## src/rtl/param_bank_scheduler.sv

```systemverilog
// rtl/param_bank_scheduler.sv - round-robin bank sequencer driving the parameter cache router sel/critical
// Processor ownership (critical) is always bracketed by a settle guard and a user access window.
module param_bank_scheduler #(
   parameter int GUARD_CYC = 2,
   parameter int WIN_CYC   = 4,
   parameter int HOLD_MAX  = 64,
   parameter int PASS_W    = 8
) (
   input  logic              clk,
   input  logic              rst_n,
   input  logic              enable,
   input  logic [3:0]        bank_mask,
   input  logic              proc_done,
   input  logic              user_hold,
   output logic [1:0]        sel,
   output logic              critical,
   output logic              proc_start,
   output logic              user_win,
   output logic              busy,
   output logic [PASS_W-1:0] pass_count
);

   localparam int HOLD_EFF = (HOLD_MAX < WIN_CYC) ? WIN_CYC : HOLD_MAX;
   localparam int CNT_MAX  = (GUARD_CYC > HOLD_EFF) ? GUARD_CYC : HOLD_EFF;
   localparam int CNT_W    = (CNT_MAX < 1) ? 1 : $clog2(CNT_MAX + 1);

   localparam logic [CNT_W-1:0] GUARD_C = CNT_W'(GUARD_CYC);
   localparam logic [CNT_W-1:0] WIN_C   = CNT_W'(WIN_CYC);
   localparam logic [CNT_W-1:0] HOLD_C  = CNT_W'(HOLD_EFF);
   localparam logic [CNT_W-1:0] CNT_ONE = CNT_W'(1);

   typedef enum logic [2:0] {
      S_IDLE,
      S_SELECT,
      S_GUARD,
      S_RUN,
      S_WINDOW
   } state_t;

   state_t            state, state_nx;
   logic [CNT_W-1:0]  cnt, cnt_nx;
   logic              first, first_nx;
   logic [1:0]        sel_nx;
   logic              crit_nx, start_nx, win_nx;
   logic [PASS_W-1:0] pass_nx;

   logic [1:0] base, idx, pick;
   logic       found, wrap;

   // Next enabled bank above sel (or from bank 0 on the first pick); the current bank is the last candidate.
   always_comb begin
      base  = first ? 2'd0 : sel + 2'd1;
      pick  = sel;
      found = 1'b0;
      idx   = base;
      for (int i = 0; i < 4; i++) begin
         idx = base + 2'(i);
         if (!found && bank_mask[idx]) begin
            pick  = idx;
            found = 1'b1;
         end
      end
      wrap = !first && (pick <= sel);
   end

   always_comb begin
      state_nx = state;
      cnt_nx   = cnt;
      first_nx = first;
      sel_nx   = sel;
      crit_nx  = 1'b0;
      start_nx = 1'b0;
      win_nx   = 1'b0;
      pass_nx  = pass_count;
      case (state)
         S_IDLE: begin
            if (enable && (bank_mask != 4'b0000)) begin
               state_nx = S_SELECT;
               first_nx = 1'b1;
            end
         end
         S_SELECT: begin
            if (bank_mask == 4'b0000) begin
               state_nx = S_IDLE;
            end else begin
               sel_nx   = pick;
               first_nx = 1'b0;
               if (wrap)
                  pass_nx = pass_count + PASS_W'(1);
               if (GUARD_CYC == 0) begin
                  state_nx = S_RUN;
                  crit_nx  = 1'b1;
                  start_nx = 1'b1;
               end else begin
                  state_nx = S_GUARD;
                  cnt_nx   = CNT_ONE;
               end
            end
         end
         S_GUARD: begin
            if (cnt >= GUARD_C) begin
               state_nx = S_RUN;
               crit_nx  = 1'b1;
               start_nx = 1'b1;
            end else begin
               cnt_nx = cnt + CNT_ONE;
            end
         end
         S_RUN: begin
            crit_nx = 1'b1;
            if (proc_done) begin
               state_nx = S_WINDOW;
               crit_nx  = 1'b0;
               win_nx   = 1'b1;
               cnt_nx   = CNT_ONE;
            end
         end
         S_WINDOW: begin
            win_nx = 1'b1;
            if ((cnt >= WIN_C) && (!user_hold || (cnt >= HOLD_C))) begin
               win_nx   = 1'b0;
               state_nx = (enable && (bank_mask != 4'b0000)) ? S_SELECT : S_IDLE;
            end else if (cnt < HOLD_C) begin
               cnt_nx = cnt + CNT_ONE;
            end
         end
         default: state_nx = S_IDLE;
      endcase
   end

   always_ff @(posedge clk or negedge rst_n) begin
      if (!rst_n) begin
         state      <= S_IDLE;
         cnt        <= '0;
         first      <= 1'b0;
         sel        <= 2'd0;
         critical   <= 1'b0;
         proc_start <= 1'b0;
         user_win   <= 1'b0;
         busy       <= 1'b0;
         pass_count <= '0;
      end else begin
         state      <= state_nx;
         cnt        <= cnt_nx;
         first      <= first_nx;
         sel        <= sel_nx;
         critical   <= crit_nx;
         proc_start <= start_nx;
         user_win   <= win_nx;
         busy       <= (state_nx != S_IDLE);
         pass_count <= pass_nx;
      end
   end

endmodule
```

## config.mk

```make
export PLATFORM = sky130hd
export DESIGN_NAME = param_bank_scheduler
export DESIGN_NICKNAME = d
export VERILOG_FILES = /design/src/rtl/param_bank_scheduler.sv
export SDC_FILE = /design/constraint.sdc
export NUM_CORES = 1
export LEC_CHECK = 0
export BUFFER_PORTS_ARGS = -buffer_cell sky130_fd_sc_hd__clkbuf_2
export CORE_ASPECT_RATIO = 0.9
export CORE_MARGIN = 2
export CORE_UTILIZATION = 56
export CTS_CLUSTER_DIAMETER = 200
export DETAILED_ROUTE_END_ITERATION = 8
export GPL_TIMING_DRIVEN = 0
export MAX_ROUTING_LAYER = met4
export PLACE_DENSITY = 0.78
export REMOVE_ABC_BUFFERS = 1
export SETUP_SLACK_MARGIN = 0.3
export SLEW_MARGIN = 25
export SYNTH_ARGS = -nofsm -noshare
export SYNTH_HDL_FRONTEND = slang
export SYNTH_SLANG_ARGS = --single-unit
export TNS_END_PERCENT = 100
```

## constraint.sdc

```tcl
create_clock -name clk -period 4 [get_ports clk]
set_input_delay 0.4 -clock clk [delete_from_list [all_inputs] [get_ports clk]]
set_output_delay 0.4 -clock clk [all_outputs]
set_load 0.1 [all_outputs]
```

### Word-level counts from Yosys, hierarchy flattened

Cells that the tools add are included.

| word-level totals | value |
|---|---|
| bits in registers | 25 |
| bits of input ports | 9 |
| output and inout bits | 14 |
| word-level logic and storage cells | 96 |

| cells by class | value |
|---|---|
| $add $sub $neg | 6 |
| magnitude comparators | 9 |
| equality and inequality tests | 10 |
| mux-type cells | 39 |
| bitwise logic cells | 1 |
| reduce and logical (&&, ||, !) cells | 22 |

Operators with widths:

| operator | count |
|---|---|
| $mux 7 | 5 |
| $pmux 7 s4 | 1 |
| $mux 1 | 15 |
| $pmux 3 s5 | 1 |
| $lt 2x3->1 const B | 4 |
| $mux 2 | 6 |
| $mux 3 | 4 |
| $ne 2x2->1 const B | 6 |
| $add 8x1->8 const B | 1 |
| $bmux 1 s2 | 4 |
| $reduce_bool 4->1 | 2 |
| $add 7x1->7 const B | 1 |
| $ge 7x2->1 const B | 1 |
| $ge 7x3->1 const B | 1 |
| $ge 7x7->1 const B | 1 |
| $lt 7x7->1 const B | 1 |
| $eq 3x2->1 const B | 2 |
| $logic_and 1x1->1 | 6 |
| $pmux 1 s2 | 3 |
| $reduce_and 3->1 | 2 |
| $reduce_and 6->1 | 1 |
| $logic_not 1->1 | 5 |
| $add 2x1->2 const B | 2 |
| $add 2x2->2 const B | 2 |
| 10 further kinds | 10 |

### Depth between registers and ports, before layout

Gate-level depths: netlist of run 1.

| depth | value |
|---|---|
| depth in word-level cells | 17 |
| gate-level depth with buffers | 12 |
| depth with buffers taken out | 11 |

### Least setup slack after synthesis of run 1

Ideal clock, no wire load.

| timing | value |
|---|---|
| kind | register to register |
| start point | register sel[1] |
| end point | register pass_count[7] |
| setup time | 0.161 ns |
| data arrival time | 3.521 ns |
| data required time | 3.839 ns |
| path slack | 0.318 ns |
| cell stages (with the launch flop) | 13 |
| buffers on the path | 1 |
| period minus slack after synthesis | 3.682 ns |
| cells stage by stage | dfrtp_1 > clkbuf_1 > inv_1 > a32oi_1 > inv_1 > or3_1 > a21oi_1 > ha_1 > nor2b_1 > o21ai_0 > or4b_1 > nor2_1 > xor2_1 |

| on the way | value |
|---|---|
| longest elaborated chain between the ends | 17 |
| elaborated cells on any way between the ends | 29 |
| classes of those cells | add/sub: 4; order compare: 1; mux: 16; reduce/logical: 8 |

Ends and longest elaborated chain:

| item | RTL line | source |
|---|---|---|
| from (decl) | 15 | `output logic [1:0] sel,` |
| from (signal assigned) | 146 | `sel <= sel_nx;` |
| branches (longest 13 deep; another with $add 2x1->2) | - |  |
| $mux 2 * | 58 | `if (!found && bank_mask[idx]) begin` |
| via pick[1] | 47 | `logic [1:0] base, idx, pick;` |
| $le 2x2->1 * | 63 | `wrap = !first && (pick <= sel);` |
| $logic_and 1x1->1 * | 63 |  |
| $reduce_and 3->1 (no line) * | - |  |
| to (signal assigned) | 151 | `pass_count <= pass_nx;` |
| to (decl) | 20 | `output logic [PASS_W-1:0] pass_count` |

Mark *: on every way through the listed nets, which the timed path passes. The select of a mux whose other input is x is not followed.
A chain may end at the register's enable or synchronous reset.

### Worst setup path in the final report of run 1

Ends and elaborated chain as after synthesis.

==> run summary, run 1 <==
Crit start category: flop
Via/cell ratio: 5.84
H-tree Lvls: 1
FILL cells: 262
Post-Syn Area: 1620 µm²
Hold crit path type: in -> async
Final ANT Viol Nets: 0
VDD IR max: 0.497 mV
Crit path largest cell delay: 610 ps
Vias in the first global route: 1138
Pleak: 0.812 nW
Tot Pwr: 1.47 mW
Clock Pin Slew Worst Setup and Hold Paths: 130 ps
Max clock buf depth: 2
Pre-antenna DRT Iters: 4
Post-Syn Instances: 174
Crit share post-route: 0.849
Initial antenna violation count: 0
Avg WL per Cell: 13.8 µm
Placed Area: 1710 µm²
TritonCTS clock tree: done
EDFF count, synth: 0
Final Hold Fails: 0
Total die area: 3340 µm²
Critical Path RT: 4260 ps
Setup CP Type: reg -> reg
Max Freq: 0.294 GHz
Final Skew: 5.53 ps
Core Util, Final: 0.637
CTS Sinks: 25
Slew margin rel.: 0.600
Final Setup Violations: 0
PD cells: 840 nW/µm²
Area grow syn2layout: 7.87%
Crit-path slowest cell: dfrtp_1
FF-to-FF path depth: 11
Critical path peak fanout: 13
Share of synthesized registers carrying an async set or reset: 1.00
# port buffers: 22
Antenna cells: 0
Initial Util: 0.590
Final Wtd Congestion: 0.852
Final worst path period need: 3400 ps
Core Area: 2750 µm²
Critical Path, Cell by Cell: inv_1 -> a32oi_1 -> inv_1 -> or3_1 -> a21oi_1 -> ha_1 -> nor2b_1 -> o21ai_0 -> or4b_1 -> nor2_1 -> xor2_1
Clock latency on the worst-skew pair: 330 ps
Dominant synthesized flop cell: dfrtp_1
Core Rows: 18
Total CTS buffers: 3
Setup crit end kind: flop
Final setup TNS: 0 ps
RSZ-0062 raised after global routing: no
Design Area, Final: 1750 µm²
First-pass GRT wire length: 5.15 mm
Routed WL: 3.17 mm
Measured slew at the worst slew-check pin: 600 ps
Layout cells sized above 1: 0.195
Status: completed
Maxcap violations: 0
Seq/Total Area, Yosys: 0.386
Global-route usage over all layers: 0.213
Die Width: 60.7 µm
Remaining Overflow, GRT: 0
Largest net degree at the start of global routing: 26
Hold bufs inserted after CTS: 0
DRT iter0 DRCs: 56
Layout net count: 205
CTS root buf: clkbuf_4
Die H: 55.1 µm
Non-filler instance count after layout: 230
Synth cell types: 51
I/O pin cnt: 23
Cell Count Post-Placement: 226
Post-synthesis register bit count: 25
Post-CTS Setup Inserts: 0
Most used cell along the critical path: inv_1
Fin. max-slew vios: 0
Post-route DRC: 0
Crit path arrival time: 3660 ps
Via count: 1343
Synth warn: 0
Detailed placement HPWL: 2.36 mm
Syn_area_per_cell: 9.32 µm²
## cells in the final DEF, fill, tap and decap left out, types with 3 or more instances in the layout
cell type	instances
dfrtp_1	24
clkbuf_2	22
nor2_1	17
o21ai_0	13
inv_1	10
a21oi_1	9
nand2_1	8
xor2_1	5
ha_1	5
o31ai_1	4
nor2b_1	4
nand3_1	4
or4_1	3
o41ai_1	3
mux2i_1	3
mux2_2	3
xnor2_1	3
clkbuf_4	3
## power breakdown
part / switching [mW] / total, mW / internal [mW]
combinational: 0.611 / 0.898 / 0.287
sequential: 0.131 / 0.455 / 0.324
clock: 0.0781 / 0.116 / 0.0383
total: 0.820 / 1.47 / 0.649
## cell usage after synthesis, drive strengths merged (4+ instances only)
library cell	instances	area [µm²]
dfrtp	25	626
nor2	18	67.6
o21ai	13	65.1
inv	10	37.5
a21oi	9	45.0
nand2	8	30.0
buf	5	52.6
clkbuf	5	18.8
ha	5	62.6
xor2	5	43.8
nand3	4	20.0
nor2b	4	25.0
o31ai	4	30.0
## cells by family after synthesis
| family | count (synthesis) | share of synthesized area |
|---|---|---|
| buf+inv | 20 | 0.0671 |
| xor+xnor | 8 | 0.0432 |
| fa+ha+maj | 5 | 0.0386 |
| mux | 7 | 0.0532 |
| compound gates | 49 | 0.207 |
| flops | 25 | 0.386 |
| simple gates | 60 | 0.205 |
## worst max-delay path: cells and delay by family (launching register included)
family / cells / cell delay [ps]
buffers and inverters: 2 / 240
adders and majority gates: 1 / 280
xor gates and xnor gates: 1 / 150
and+or+nand+nor: 4 / 1230
DFF: 1 / 610
AOI/OAI and AO/OA: 3 / 820
## state kept, by name (all words and copies together) (netlist names)
| signal | cells |
|---|---|
| cnt | 7 |
| proc_start | 1 |
| busy | 1 |
| sel | 2 |
| critical | 1 |
| state | 3 |
| first | 1 |
| pass_count | 8 |
| user_win | 1 |
## path summary, 6_finish.rpt
path                                from            end  slack [ps]
max reg2reg                       sel[1]  pass_count[7]         600
min reg2reg                pass_count[7]  pass_count[7]         470
min                                rst_n  pass_count[7]          50
min in group clk                  enable       state[0]         370
max                               sel[1]  pass_count[7]         600
max in group asynchronous          rst_n         sel[0]        3530
## routing by layer
metal  global-route usage  routed length (µm)  up-vias
met2                0.321                1470       31
li1                     -                   -      673
met4               0.0507                  17        0
met3               0.0488                 119        3
met5                    -                   0        -
met1                0.293                1560      636
## area by class of cell
class | instances | area (µm²) | share of cell area
sequential | 25 | 627 | 0.358
timing repair buffer | 22 | 110 | 0.0629
clock inverter | 1 | 7.51 | 0.00429
inverter | 10 | 37.5 | 0.0215
tap | 40 | 50.0 | 0.0286
multi-input combinational | 129 | 895 | 0.511
clock buffer | 3 | 22.5 | 0.0129
## through the flow
step | setup slack (ps) | hold WS [ps]
2_1_floorplan | 164 | 104
3_3_place_gp | 444 | 434
3_5_place_dp | 302 | 439
4_1_cts | 391 | 62.7
5_1_grt | 328 | 70.1
6_report | 604 | 51.5
## timing repair
item / 4_1_cts / 5_1_grt
setup endpoints to repair: 2 / 2
cloned: 0 / 0
resized for setup: 1 / 2
hold endpoints to repair: 0 / 0
Power figures use the tool's default switching activity.
==> inputs of run 2 (changes only) <==
- CORE_UTILIZATION: 56 -> 51
- PLACE_DENSITY: 0.78 -> 0.75
- clock period: 4 -> 2.93 ns (I/O delays scaled with it)
==> run 2 against run 1 <==
  * The run now ends with negative setup slack left
  * Wire length is 31% higher
  * Cell area rose by 20%
  * First-iteration DRC count is 100% higher
  * Critical path type unchanged
  * Die area is 9.1% higher
  * Largest power group unchanged
  * Fmax increased by 14%
  * Largest cell class unchanged
  * Worst setup slack worse by 650 ps
  * Combinational power is 110% higher
  * Count of clock-buffer cells in the layout did not move
  * Sequential cell count unchanged
==> run summary, run 2 (synthesized netlist as in run 1, its figures left out) <==
Status: finished, violations left
Failing checks: negative setup slack
Layout net count: 228 (+11%)
Most frequent cells in the layout: dfrtp_1, clkbuf_2, buf_4
Antenna cells: 0 (unchanged)
Measured slew at the worst slew-check pin: 612 ps (+11.9 ps)
CTS Sinks: 25 (unchanged)
Initial antenna violation count: 0 (unchanged)
I/O pin cnt: 23 (unchanged)
Post-Place Setup Slack: -637 ps (-939 ps)
Crit path largest cell delay: 560 ps (-50 ps)
Final ANT Viol Nets: 0 (unchanged)
Hold WS: 271 ps (+220 ps)
CTS root buf: clkbuf_4
Pre-antenna DRT Iters: 4 (unchanged)
Fin. max-slew vios: 0 (unchanged)
H-tree Lvls: 1 (unchanged)
Routed WL: 4.14 mm (+31%)
DRT iter0 DRCs: 113 (+100%)
Final Skew: 5.76 ps (+0.233 ps)
Setup WS post-layout: -45.4 ps (-649 ps)
Largest registers: pass_count: 8 flops, cnt: 7 flops, state: 3 flops
Crit share post-route: 1.02 (+0.166)
Largest net degree at the start of global routing: 26 (unchanged)
Maxcap violations: 0 (unchanged)
PD cells: 1260 nW/µm² (+51%)
Crit-path slowest cell: mux4_2
Detailed placement HPWL: 2.30 mm (-2.4%)
CP Buf/Inv Count: 0 (-2)
Max Freq: 0.336 GHz (+14%)
Tot Pwr: 2.65 mW (+80%)
CP top delay family: simple AND/OR/NAND/NOR gates
Placed Area: 1710 µm² (+0.15%)
Crit path arrival time: 3240 ps (-420 ps)
Design Area, Final: 2090 µm² (+20%)
Post-route DRC: 0 (unchanged)
Final Wtd Congestion: 0.943 (+11%)
Core Rows: 19 (+1)
# port buffers: 22 (unchanged)
Area grow syn2layout: 29.1%
Final setup TNS: -56.5 ps (-56.5 ps)
Clock latency on the worst-skew pair: 330 ps (about the same)
Via/cell ratio: 6.00 (+2.7%)
Pleak: 0.954 nW (+17%)
First-pass GRT wire length: 6.41 mm (+25%)
Critical Path RT: 3190 ps (-1070 ps)
Global-route usage over all layers: 0.228 (+0.0147)
Avg WL per Cell: 16.2 µm (+18%)
Final worst path period need: 2980 ps (-421 ps)
Setup crit end kind: flop
Clock Pin Slew Worst Setup and Hold Paths: 140 ps (about the same)
Crit start category: flop
Final Setup Violations: 2 (+2)
Total CTS buffers: 3 (unchanged)
Worst hold path depth: 3
Via count: 1529 (+14%)
Slew margin rel.: 0.592 (-0.00792)
FF-to-FF path depth: 11 (unchanged)
Critical path peak fanout: 6 (-7)
RSZ-0062 raised after global routing: yes
Cell Count Post-Placement: 228 (+0.88%)
VDD IR max: 0.767 mV (+54%)
TritonCTS clock tree: done
Setup CP Type: reg -> reg
Core Area: 3040 µm² (+11%)
FILL cells: 237 (-9.5%)
Hold crit path type: in -> reg
Max clock buf depth: 2 (unchanged)
Non-filler instance count after layout: 255 (+11%)
Initial Util: 0.533 (-0.0573)
Layout cells sized above 1: 0.380 (+0.186)
Critical Path, Cell by Cell: nor2_4 -> mux4_2 -> o221ai_4 -> a21oi_2 -> o21a_1 -> ha_4 -> nand2_2 -> o21ai_2 -> or4b_4 -> nor2_2 -> xor2_1
Largest Register: pass_count
Max FFs per register: 8 (unchanged)
Total die area: 3650 µm² (+9.1%)
Crit. path cell count: 11 (unchanged)
Core Util, Final: 0.688 (+0.0513)
Remaining Overflow, GRT: 0 (unchanged)
Die H: 57.5 µm (+4.4%)
Vias in the first global route: 1392 (+22%)
Final Hold Fails: 0 (unchanged)
Die Width: 63.4 µm (+4.5%)
## run 2: final timing paths
check	start	end	slack, ps
max in group asynchronous	rst_n	sel[1]	2010
setup reg to reg	first	pass_count[5]	-50
setup / recovery	first	pass_count[5]	-50
hold reg to reg	pass_count[7]	pass_count[7]	470
hold / removal	enable	state[0]	270
min in group asynchronous	rst_n	pass_count[7]	480
## run 2: layer usage
layer	track usage	share of wire	vias up
met4	0.0776	0.0056	0
met3	0.0473	0.062	4
met5	-	0	-
li1	-	-	719
met1	0.318	0.45	744
met2	0.331	0.48	62
## run 2: timing repair
item / 4_1_cts / 5_1_grt
hold buffers: 1 / 0
resized for setup: 18 / 18
endpoints found under the setup margin: 8 / 8
buffers inserted: 20 / 2
endpoints found under the hold margin: 25 / 0
pin swaps: 12 / 5
## run 2: area by class of cell
type / instances / area, µm² / share of cell area
clock buffers: 3 / 22.5 / 0.0108
clock inverters: 1 / 7.51 / 0.00359
inverters: 10 / 37.5 / 0.0179
multi-input cells: 129 / 1050 / 0.504
flip-flops and latches: 25 / 629 / 0.301
well taps: 42 / 52.6 / 0.0251
repair buffers: 45 / 289 / 0.138
## run 2: worst reg2reg max path: cells and delay by family (launching register included)
kind                       cells  cell delay (ps)
adders and majority gates      1              280
AOI/OAI and AO/OA              4              540
DFF                            1              500
and+or+nand+nor                4              890
muxes                          1              560
xor gates and xnor gates       1              160
## run 2: where the power goes
group,switching [mW],internal [mW],leakage [nW]
Combinational,1.11,0.780,0.618
Clock,0.110,0.0523,0.0139
Sequential,0.151,0.446,0.322
Total,1.37,1.28,0.954
